<file path="config.mk">
export PLATFORM = sky130hd
export DESIGN_NAME = hough_vote_gen_flat
export DESIGN_NICKNAME = d
export VERILOG_FILES = /design/src/rtl/hough_pkg.sv /design/src/rtl/hough_vote_gen_if.sv /design/src/rtl/hough_point_fifo.sv /design/src/rtl/hough_vote_gen.sv /design/src/flat_wrapper.sv
export SDC_FILE = /design/constraint.sdc
export NUM_CORES = 1
export LEC_CHECK = 0
export CAP_MARGIN = 20
export CORE_MARGIN = 8
export CORE_UTILIZATION = 30
export DETAILED_ROUTE_END_ITERATION = 16
export PLACE_DENSITY = 0.52
export REMOVE_ABC_BUFFERS = 1
export SLEW_MARGIN = 25
export SYNTH_ARGS = -nofsm -noshare
export SYNTH_HDL_FRONTEND = slang
export SYNTH_HIERARCHICAL = 1
export SYNTH_SLANG_ARGS = --single-unit
</file>
<file path="constraint.sdc">
create_clock -name Clk -period 7.55 [get_ports Clk]
set_clock_uncertainty 0.1 [all_clocks]
set_input_delay 1.51 -clock Clk [delete_from_list [all_inputs] [get_ports Clk]]
set_output_delay 1.51 -clock Clk [all_outputs]
set_load 0.01 [all_outputs]
</file>
<file path="src/rtl/hough_pkg.sv">
// Shared Hough constants: rho format, theta-index width and the Q1.6 cos/sin tables.
// The accumulator side imports the same definitions so both ends agree on theta and rho.
package hough_pkg;

    localparam int RHO_W  = 10;
    localparam int Q_FRAC = 6;

    // round(64*cos(m*2.8125 deg)) for m = 0..32, listed from m=32 down to m=0
    localparam logic [32:0][6:0] QCOS = {
        7'd0,  7'd3,  7'd6,  7'd9,  7'd12, 7'd16, 7'd19, 7'd22, 7'd24, 7'd27, 7'd30,
        7'd33, 7'd36, 7'd38, 7'd41, 7'd43, 7'd45, 7'd47, 7'd49, 7'd51, 7'd53, 7'd55,
        7'd56, 7'd58, 7'd59, 7'd60, 7'd61, 7'd62, 7'd63, 7'd63, 7'd64, 7'd64, 7'd64
    };

    function automatic int theta_w(input int ntheta);
        return (ntheta <= 1) ? 1 : $clog2(ntheta);
    endfunction

    // Theta k maps onto the 64-step half-circle grid; cos is odd about 90 deg.
    function automatic logic signed [7:0] lut_cos(input int ntheta, input int k);
        int m;
        m = k * (64 / ntheta);
        if (m <= 32)
            return $signed({1'b0, QCOS[6'(m)]});
        return -$signed({1'b0, QCOS[6'(64 - m)]});
    endfunction

    function automatic logic signed [7:0] lut_sin(input int ntheta, input int k);
        int m;
        m = k * (64 / ntheta);
        if (m <= 32)
            return $signed({1'b0, QCOS[6'(32 - m)]});
        return $signed({1'b0, QCOS[6'(m - 32)]});
    endfunction

endpackage

</file>
<file path="src/rtl/hough_vote_gen_if.sv">
// Vote beat bus toward the accumulator RAM controller: valid/ready with theta, rho and frame marker.
interface hough_vote_gen_if #(
    parameter int NTHETA = 16
) ();
    localparam int TW = hough_pkg::theta_w(NTHETA);

    logic                                VoteValid;
    logic                                VoteReady;
    logic [TW-1:0]                       VoteTheta;
    logic signed [hough_pkg::RHO_W-1:0]  VoteRho;
    logic                                VoteFrame;

    modport master (output VoteValid, VoteTheta, VoteRho, VoteFrame, input VoteReady);
    modport slave  (input VoteValid, VoteTheta, VoteRho, VoteFrame, output VoteReady);
endinterface

</file>
<file path="src/rtl/hough_point_fifo.sv">
// Edge-point FIFO with a registered read port; a pop and a push may both succeed when full.
module hough_point_fifo #(
    parameter int DEPTH = 16,
    parameter int W     = 16
) (
    input  logic         Clk,
    input  logic         Reset,
    input  logic         push_i,
    input  logic [W-1:0] wr_data_i,
    input  logic         pop_i,
    output logic [W-1:0] rd_data_o,
    output logic         full_o,
    output logic         empty_o
);
    localparam int AW = $clog2(DEPTH);
    localparam logic [AW:0] FULL_CNT = (AW + 1)'(DEPTH);

    logic [W-1:0]  mem [DEPTH];
    logic [AW-1:0] wr_ptr_q, rd_ptr_q;
    logic [AW:0]   count_q;
    logic [W-1:0]  rd_data_q;
    logic          do_push, do_pop;

    assign full_o    = (count_q == FULL_CNT);
    assign empty_o   = (count_q == '0);
    assign do_pop    = pop_i && !empty_o;
    assign do_push   = push_i && (!full_o || do_pop);
    assign rd_data_o = rd_data_q;

    always_ff @(posedge Clk) begin
        if (do_push)
            mem[wr_ptr_q] <= wr_data_i;
    end

    always_ff @(posedge Clk or posedge Reset) begin
        if (Reset) begin
            wr_ptr_q  <= '0;
            rd_ptr_q  <= '0;
            count_q   <= '0;
            rd_data_q <= '0;
        end else begin
            if (do_push)
                wr_ptr_q <= wr_ptr_q + AW'(1);
            if (do_pop) begin
                rd_ptr_q  <= rd_ptr_q + AW'(1);
                rd_data_q <= mem[rd_ptr_q];
            end
            case ({do_push, do_pop})
                2'b10:   count_q <= count_q + (AW + 1)'(1);
                2'b01:   count_q <= count_q - (AW + 1)'(1);
                default: count_q <= count_q;
            endcase
        end
    end

endmodule

</file>
<file path="src/rtl/hough_vote_gen.sv">
// Turns qualifying pixels into (theta, rho) Hough votes, one beat per cycle, followed by
// a single end-of-frame marker once every vote of the frame has left.
module hough_vote_gen
    import hough_pkg::*;
#(
    parameter int THRESH     = 128,
    parameter int NTHETA     = 16,
    parameter int FIFO_DEPTH = 16
) (
    input  logic                    Clk,
    input  logic                    Reset,
    input  logic                    FrameIn,
    input  logic [7:0]              Data,
    input  logic [7:0]              I,
    input  logic [7:0]              J,
    hough_vote_gen_if.master        vote,
    output logic                    Overflow,
    output logic [7:0]              DropCount,
    output logic                    Busy
);
    localparam int TW = theta_w(NTHETA);
    localparam logic [1:0] S_IDLE  = 2'd0;
    localparam logic [1:0] S_SWEEP = 2'd1;
    localparam logic [1:0] S_MARK  = 2'd2;

    logic signed [7:0] cos_lut [NTHETA];
    logic signed [7:0] sin_lut [NTHETA];

    genvar gi;
    generate
        for (gi = 0; gi < NTHETA; gi++) begin : g_lut
            assign cos_lut[gi] = lut_cos(NTHETA, gi);
            assign sin_lut[gi] = lut_sin(NTHETA, gi);
        end
    endgenerate

    logic [1:0]             state_q, state_d;
    logic [TW-1:0]          theta_q, theta_d;
    logic                   pend_q, pend_d;
    logic                   frame_prev_q;
    logic                   valid_q, vframe_q;
    logic [TW-1:0]          vtheta_q;
    logic signed [RHO_W-1:0] rho_q, rho;
    logic                   overflow_q;
    logic [7:0]             drop_cnt_q;
    logic                   push, pop, drop, out_free, load_vote, load_mark;
    logic                   fifo_full, fifo_empty;
    logic [15:0]            point;
    logic signed [16:0]     sum;

    assign push = !FrameIn && (Data >= 8'(THRESH));
    assign drop = push && fifo_full && !pop;

    hough_point_fifo #(.DEPTH(FIFO_DEPTH), .W(16)) u_fifo (
        .Clk       (Clk),
        .Reset     (Reset),
        .push_i    (push),
        .wr_data_i ({I, J}),
        .pop_i     (pop),
        .rd_data_o (point),
        .full_o    (fifo_full),
        .empty_o   (fifo_empty)
    );

    // The FIFO read register doubles as the point registers for the sweep in progress.
    assign sum = $signed({9'd0, point[15:8]}) * 17'(cos_lut[theta_q])
               + $signed({9'd0, point[7:0]})  * 17'(sin_lut[theta_q]);
    assign rho = RHO_W'(sum >>> Q_FRAC);

    always_comb begin
        out_free  = !valid_q || vote.VoteReady;
        state_d   = state_q;
        theta_d   = theta_q;
        pop       = 1'b0;
        load_vote = 1'b0;
        load_mark = 1'b0;
        case (state_q)
            S_IDLE: begin
                if (!fifo_empty) begin
                    pop     = 1'b1;
                    theta_d = '0;
                    state_d = S_SWEEP;
                end else if (pend_q && !valid_q) begin
                    state_d = S_MARK;
                end
            end
            S_SWEEP: begin
                if (out_free) begin
                    load_vote = 1'b1;
                    if (theta_q == TW'(NTHETA - 1)) begin
                        // Chain straight into the next queued point so there is no bubble.
                        theta_d = '0;
                        if (!fifo_empty) pop = 1'b1;
                        else             state_d = S_IDLE;
                    end else begin
                        theta_d = theta_q + TW'(1);
                    end
                end
            end
            S_MARK: begin
                if (out_free) begin
                    load_mark = 1'b1;
                    state_d   = S_IDLE;
                end
            end
            default: state_d = S_IDLE;
        endcase
        pend_d = (pend_q && !load_mark) || (FrameIn && !frame_prev_q);
    end

    always_ff @(posedge Clk or posedge Reset) begin
        if (Reset) begin
            state_q      <= S_IDLE;
            theta_q      <= '0;
            pend_q       <= 1'b0;
            frame_prev_q <= 1'b0;
            valid_q      <= 1'b0;
            vtheta_q     <= '0;
            rho_q        <= '0;
            vframe_q     <= 1'b0;
            overflow_q   <= 1'b0;
            drop_cnt_q   <= '0;
        end else begin
            state_q      <= state_d;
            theta_q      <= theta_d;
            pend_q       <= pend_d;
            frame_prev_q <= FrameIn;
            if (load_vote) begin
                valid_q  <= 1'b1;
                vtheta_q <= theta_q;
                rho_q    <= rho;
                vframe_q <= 1'b0;
            end else if (load_mark) begin
                valid_q  <= 1'b1;
                vtheta_q <= '0;
                rho_q    <= '0;
                vframe_q <= 1'b1;
            end else if (vote.VoteReady) begin
                valid_q  <= 1'b0;
            end
            if (drop) begin
                overflow_q <= 1'b1;
                if (drop_cnt_q != 8'hFF)
                    drop_cnt_q <= drop_cnt_q + 8'd1;
            end
        end
    end

    assign vote.VoteValid = valid_q;
    assign vote.VoteTheta = vtheta_q;
    assign vote.VoteRho   = rho_q;
    assign vote.VoteFrame = vframe_q;
    assign Overflow       = overflow_q;
    assign DropCount      = drop_cnt_q;
    assign Busy           = !fifo_empty || (state_q != S_IDLE) || pend_q || valid_q;

endmodule

</file>
<file path="src/flat_wrapper.sv">
// flat-port wrapper written by rule: the top's interface ports become plain ports
module hough_vote_gen_flat import hough_pkg::*;
#(
    parameter int THRESH     = 128,
    parameter int NTHETA     = 16,
    parameter int FIFO_DEPTH = 16
)
  (Clk, Reset, FrameIn, Data, I, J, Overflow, DropCount, Busy, vote_VoteValid, vote_VoteTheta, vote_VoteRho, vote_VoteFrame, vote_VoteReady);
  hough_vote_gen_if #(.NTHETA(NTHETA)) vote_i ();
  input  logic Clk;
  input  logic Reset;
  input  logic FrameIn;
  input  logic [7:0] Data;
  input  logic [7:0] I;
  input  logic [7:0] J;
  output logic Overflow;
  output logic [7:0] DropCount;
  output logic Busy;
  output wire logic [$bits(vote_i.VoteValid)-1:0] vote_VoteValid;
  output wire logic [$bits(vote_i.VoteTheta)-1:0] vote_VoteTheta;
  output wire logic [$bits(vote_i.VoteRho)-1:0] vote_VoteRho;
  output wire logic [$bits(vote_i.VoteFrame)-1:0] vote_VoteFrame;
  input wire logic [$bits(vote_i.VoteReady)-1:0] vote_VoteReady;
  assign vote_VoteValid = vote_i.VoteValid;
  assign vote_VoteTheta = vote_i.VoteTheta;
  assign vote_VoteRho = vote_i.VoteRho;
  assign vote_VoteFrame = vote_i.VoteFrame;
  assign vote_i.VoteReady = vote_VoteReady;
  hough_vote_gen #(.THRESH(THRESH), .NTHETA(NTHETA), .FIFO_DEPTH(FIFO_DEPTH)) u_core (.Clk(Clk), .Reset(Reset), .FrameIn(FrameIn), .Data(Data), .I(I), .J(J), .vote(vote_i), .Overflow(Overflow), .DropCount(DropCount), .Busy(Busy));
endmodule
</file>
* Yosys cells after proc, flatten, opt, wreduce, memory -nomap -nowiden
Memory sizes are Yosys's and may differ from the RTL's. A register that Yosys moved wholly into a read port is not among the register bits.
Cells that the tools add are included.
** Storage, ports and cells
- Word-level logic and storage cells :: 106
- Memory bits (read-only) :: 256
- Output and inout bits :: 26
- Register bits :: 46
- Bits in writable memories :: 256
- Bits of input ports :: 28
- Memories :: 3
** Memories
- u_core.u_fifo.mem :: words 16, width 16, rd ports 1, clocked after Yosys merged registers in 1, wr ports 1, line hough_point_fifo.sv:18 : logic [W-1:0] mem [DEPTH];
- (no name shown) :: words 16, width 8, rd ports 1, clocked after Yosys merged registers in 0, wr ports 0, line hough_vote_gen.sv:66 : assign sum = $signed({9'd0, point[15:8]}) * 17'(cos_lut[theta_q])
- (no name shown) :: words 16, width 8, rd ports 1, clocked after Yosys merged registers in 0, wr ports 0, line hough_vote_gen.sv:67 : + $signed({9'd0, point[7:0]}) * 17'(sin_lut[theta_q]);
** Operators by class
- Reductions and logical operators :: 31
- Multipliers :: 2
- Muxes and demuxes :: 34
- $add $sub $neg :: 7
- Order comparisons :: 2
- Equality and inequality tests :: 13
- Bitwise operators :: 1
** Operators with widths (count)
- $mul 9x8->16 :: 2
- $mux 8 :: 4
- $mux 10 :: 2
- $mux 4 :: 5
- $add 16x16->16 :: 1
- $mux 1 :: 13
- $add 4x1->4 const B :: 3
- $mux 2 :: 6
- $pmux 5 s2 :: 1
- $add 8x1->8 const B :: 1
- $ge 8x8->1 const B :: 1
- $logic_and 1x1->1 :: 8
- $ne 2x1->1 const B :: 4
- $ne 8x8->1 const B :: 1
- $pmux 4 s2 :: 1
- $reduce_bool 2->1 :: 4
- $logic_not 1->1 :: 7
- $logic_or 1x1->1 :: 6
- $pmux 2 s3 :: 1
- $add 5x1->5 const B :: 1
- $eq 5x5->1 const B :: 1
- $ge 5x5->1 const B :: 1
- $logic_not 5->1 :: 1
- $not 4->5 :: 1
- other kinds (12) :: 14

* Longest topological paths before layout
- Word-level depth :: 10
- Mapped depth :: 26
- Depth with buffers taken out :: 25

* Cells and area by module
The synthesis kept the hierarchy.
** Modules (own cells, without submodules)
- hough_point_fifo :: area an instance 11159.5 um^2, cells an instance 520, sequential area each 8413.1 um^2, times used 1
- hough_vote_gen :: area an instance 5979.5 um^2, cells an instance 666, sequential area each 825.8 um^2, times used 1

* Worst setup path after synthesis
Ideal clock, no wire load.
- Path kind :: reg2reg
- Start :: register u_core.theta_q[0]
- End :: register u_core.rho_q[4] (netlist: u_core/vote.VoteRho[4])
- Required time :: 7.328 ns
- Slack :: 0.898 ns
- Arrival time :: 6.430 ns
- Clock period less this slack :: 6.652 ns
- Cell stages (with the launch flop) :: 22
- Path buffers :: 1
- Library setup time :: 0.122 ns
- Cell sequence :: dfrtp_1 > clkbuf_1 > inv_1 > ha_1 > mux4_2 > and2_1 > fa_1 > inv_1 > fa_1 > inv_1 > fa_1 > fa_1 > fa_1 > inv_1 > fa_1 > inv_1 > ha_1 > a21o_1 > a221oi_2 > nand2_1 > a311o_1 > a32o_1
** Between the ends
- Word-level cells in the longest chain between the ends :: 7
- Elaborated cells between the ends (all ways) :: 11
- Classes of those cells :: add/sub: 1; mul: 2; mux: 5; bitwise: 1; memory: 2
** Ends and longest elaborated chain
- start, declared :: line hough_vote_gen.sv:38 : logic [TW-1:0] theta_q, theta_d;
- start signal, assigned :: line hough_vote_gen.sv:125 : theta_q <= theta_d;
- $not 4->5 (not written as such) * :: line hough_vote_gen.sv:66, hough_vote_gen.sv:67
- $mem_v2 16x8, on equally long branches
- $mux 8, on equally long branches (2 in series) :: line hough_vote_gen.sv:66, hough_vote_gen.sv:67
- $mul 9x8->16, on equally long branches :: line hough_vote_gen.sv:66, hough_vote_gen.sv:67
- $add 16x16->16 * :: line hough_vote_gen.sv:67
- $mux 10 * :: line hough_vote_gen.sv:128 : if (load_vote) begin
- end signal, assigned :: line hough_vote_gen.sv:131 : rho_q <= rho;
- end, declared :: line hough_vote_gen.sv:43 : logic signed [RHO_W-1:0] rho_q, rho;
Every way passes the cells marked *; elsewhere a longest branch is shown, timed or not. The select of a mux whose other input is x is not followed.
A chain may end at the register's enable or synchronous reset.

* Worst setup path in the final report
- Start :: register u_core.theta_q[0]
- End :: register u_core.rho_q[3] (netlist: u_core/vote.VoteRho[3])
The elaborated chain is that of the path after synthesis.

==> metrics.md <==
| Metric | Value |
|---|---|
| Status | finished clean |
| Crit-path cells | inv_1 -> ha_1 -> mux4_2 -> and2_1 -> fa_1 -> inv_1 -> fa_1 -> inv_1 -> fa_1 -> fa_1 -> fa_1 -> inv_1 -> fa_1 -> inv_1 -> ha_1 -> a21o_1 -> a221oi_2 -> a21boi_0 -> or3_1 -> a32o_1 |
| Synth Area in XOR/XNOR | 1.12% |
| Critical Path RT | 7.88 ns |
| FF+latch count, synth | 318 |
| Warnings from Yosys | 6 |
| Synth cell count leaders | edfxtp_1, inv_1, fa_1 |
| Worst slew pin tran | 1.04 ns |
| Initial antenna violation count | 1 |
| Cell Area, Synth | 17100 um^2 |
| Sink Count | 318 |
| Wire per inst | 18.9 um |
| Post-CTS Setup Bufs | 0 |
| Slew headroom | between 30% and 40% |
| Post-synthesis simple-gate area fraction | 8.48% |
| CTS Buf Count | 36 |
| Clk root buf | clkbuf_16 |
| Main combinational cell family by area after synthesis | adder cells |
| Hold_ws | 0.326 ns |
| Top_reg_cell synth | edfxtp_1 |
| Final setup fails | 0 |
| Utilization after layout | between 30% and 40% |
| Final period utilization | 94.3% |
| Post-Syn Area per Cell | 14.5 um^2 |
| Final ANT Viol Nets | 0 |
| Htree depth | 2 |
| Iter 0 DRT Violations | between 700 and 800 |
| Post-synth EDFFs | 256 |
| Aggregate global routing overflow | 0 |
| Setup Crit Path Kind | flip-flop to flip-flop |
| DIE AREA | between 60000 and 70000 um^2 |
| Core region area | 56500 um^2 |
| Final hold vios | 0 |
| Clk slew on worst S/H paths | 0.05 ns |
| TritonCTS clock tree | yes |
| Via count | 9635 |
| Post-CTS Hold Buffers | 0 |
| GRT Util Overall | between 10% and 20% |
| Number of buffers added on ports | 46 |
| Cells after synthesis | ~1200 |
| Clock latency at the later pin of the worst-skew pair | 0.55 ns |
| TritonRoute pass-1 iters | 5 |
| Sequential element share of the synthesized area | 53.9% |
| Initial Utilization | 30.3% |
| Synth Area in Adders | 16.7% |
| Most area-consuming cells after synthesis | edfxtp_1, fa_1, dfrtp_1 |
| P&R area growth vs syn | 15.2% |
| Hold Path Class | flip-flop to flip-flop |
| Post-synth top area share | 44.9% |
| Crit path max fanout | 12 |
| Highest-delay cell along the critical path | mux4_2 |
| Chip width | 255 um |
| Fmax | ~140 MHz |
| Synth area leader | edfxtp_1 |
| Fin. max-slew vios | 0 |
| Largest net degree at the start of global routing | 67 |
| First-pass GRT wire length | approximately 60 mm |
| Min Tclk post-route | 7.12 ns |
| Final GP Congestion | 0.793 |
| Most used cell, CP | fa_1 |
| Most common cell in the netlist | edfxtp_1 |
| Setup TNS | 0 ns |
| Vias in the first global route | 10400 |
| Via density per instance | 4.71 |
| # nets final | 1462 |
| Startpoint types | flip-flop |
| Ys async rst share | 19.5% |
| Mux cell area share after synthesis | 10.6% |
| R2R setup slack | 0.43 ns |
| Max cap viols | 0 |
| Final WL | ~39 mm |
| Share of post-route cells with drive strength above 1 | 13.2% |
| Distinct cells, synth | 68 |
| Hpwl dp | 25.3 mm |
| Chip Height | 255 um |
| RSZ-0062 raised after global routing | no |
| Largest stage delay, worst path | 0.61 ns |
| Drc violations | 0 |
| Worst endpoint data arrival time | 7.45 ns |
| Bufs on Longest Clock Path | 3 |
| Worst slack at placement | about 0.34 ns |
| Io pins | 54 |
| Site Rows | 87 |
| Area fraction in compound gates after synthesis | 4.42% |
| Crit end category | flip-flop |
| Worst setup margin | 0.431 ns |
per-stage QoR:
step	cells	area [um^2]
floorplan	1150	16900
global placement	1975	18500
detailed placement	1975	18500
CTS	2040	19700
global route	2042	19700
finish	2045	19800
state kept, by name (all words and copies together) (netlist names):
name and cells:
u_core/u_fifo/mem 256, u_core/u_fifo/rd_data_o 16, u_core/vote.VoteRho 10, u_core/DropCount 8, u_core/u_fifo/count_q 5, u_core/theta_q 4, u_core/u_fifo/rd_ptr_q 4, u_core/u_fifo/wr_ptr_q 4
u_core/vote.VoteTheta 4, u_core/state_q 2, u_core/Overflow 1, u_core/frame_prev_q 1, u_core/pend_q 1, u_core/vote.VoteFrame 1, u_core/vote.VoteValid 1
routing by layer:
layer | up-vias | global-route usage (%) | wire (um)
li1 | 4399 | - | -
met1 | 5016 | 15.5 | 16600
met2 | 169 | 21.2 | 19500
met3 | 51 | 2.35 | 1800
met4 | 0 | 3.61 | 753
met5 | - | 0 | 0
worst max-delay path, delay by kind of cell, from the launching register on:
kind            cells  cell delay, ns
compound gates      4            1.01
fa+ha+maj           8            3.75
buf+inv             5            0.42
flops               1            0.55
mux                 1            0.61
simple gates        2            0.56
placed cells by master (no fill, tap or decap), types with 10 or more instances in the layout:
master | Yosys | routed
ha_1 | 85 | 85
and2_1 | 85 | 81
a21oi_1 | 18 | 18
mux2i_1 | 32 | 32
mux4_2 | 65 | 65
nand4_1 | 10 | 10
nand2_1 | 88 | 88
buf_4 | 5 | 23
fa_1 | 90 | 90
inv_1 | 157 | 157
clkbuf_16 | 0 | 37
o21ai_0 | 24 | 22
nor2_1 | 24 | 24
dfrtp_1 | 62 | 59
and3_1 | 19 | 17
clkdlybuf4s50_1 | 0 | 46
xnor2_1 | 18 | 18
edfxtp_1 | 256 | 256
o221ai_1 | 13 | 13
what timing repair did:
action,in CTS,in global routing
gates resized for setup,0,1
hold endpoints to repair,0,0
endpoints found under the setup margin,0,2
final cells by class:
type	count	area, um^2
inverters	159	597
fillers	5476	36700
clock inverters	19	198
diodes	3	7.51
clock buffers	46	980
flip-flops and latches	318	9250
well taps	756	946
multi-input cells	673	7090
repair buffers	71	681
logic make-up (layout without fill, tap and decap cells):
| group | Yosys count | after routing |
|---|---|---|
| compound gates | 105 | 105 |
| xor+xnor | 22 | 22 |
| fa+ha+maj | 175 | 175 |
| buf+inv | 195 | 295 |
| flops | 318 | 318 |
| mux | 100 | 100 |
| other cells | 0 | 3 |
| simple gates | 271 | 271 |
path summary, 6_finish.rpt:
path	from	end	depth (start not counted)
worst max-delay path	u_core/theta_q[0]$_DFFE_PP0P_	u_core/vote.VoteRho[3]$_DFFE_PP0P_	20
worst min-delay path	u_core/frame_prev_q$_DFF_PP0_	u_core/pend_q$_DFF_PP0_	1
worst max register to register	u_core/theta_q[0]$_DFFE_PP0P_	u_core/vote.VoteRho[3]$_DFFE_PP0P_	20
worst min register to register	u_core/frame_prev_q$_DFF_PP0_	u_core/pend_q$_DFF_PP0_	1
max in group asynchronous	Reset	u_core/u_fifo/rd_ptr_q[0]$_DFFE_PP0N_	3
min in group asynchronous	Reset	u_core/state_q[0]$_DFFE_PP0P_	3
Power is not shown: default switching activity piles up to over one toggle a cycle in this logic, so the estimate is an artifact.
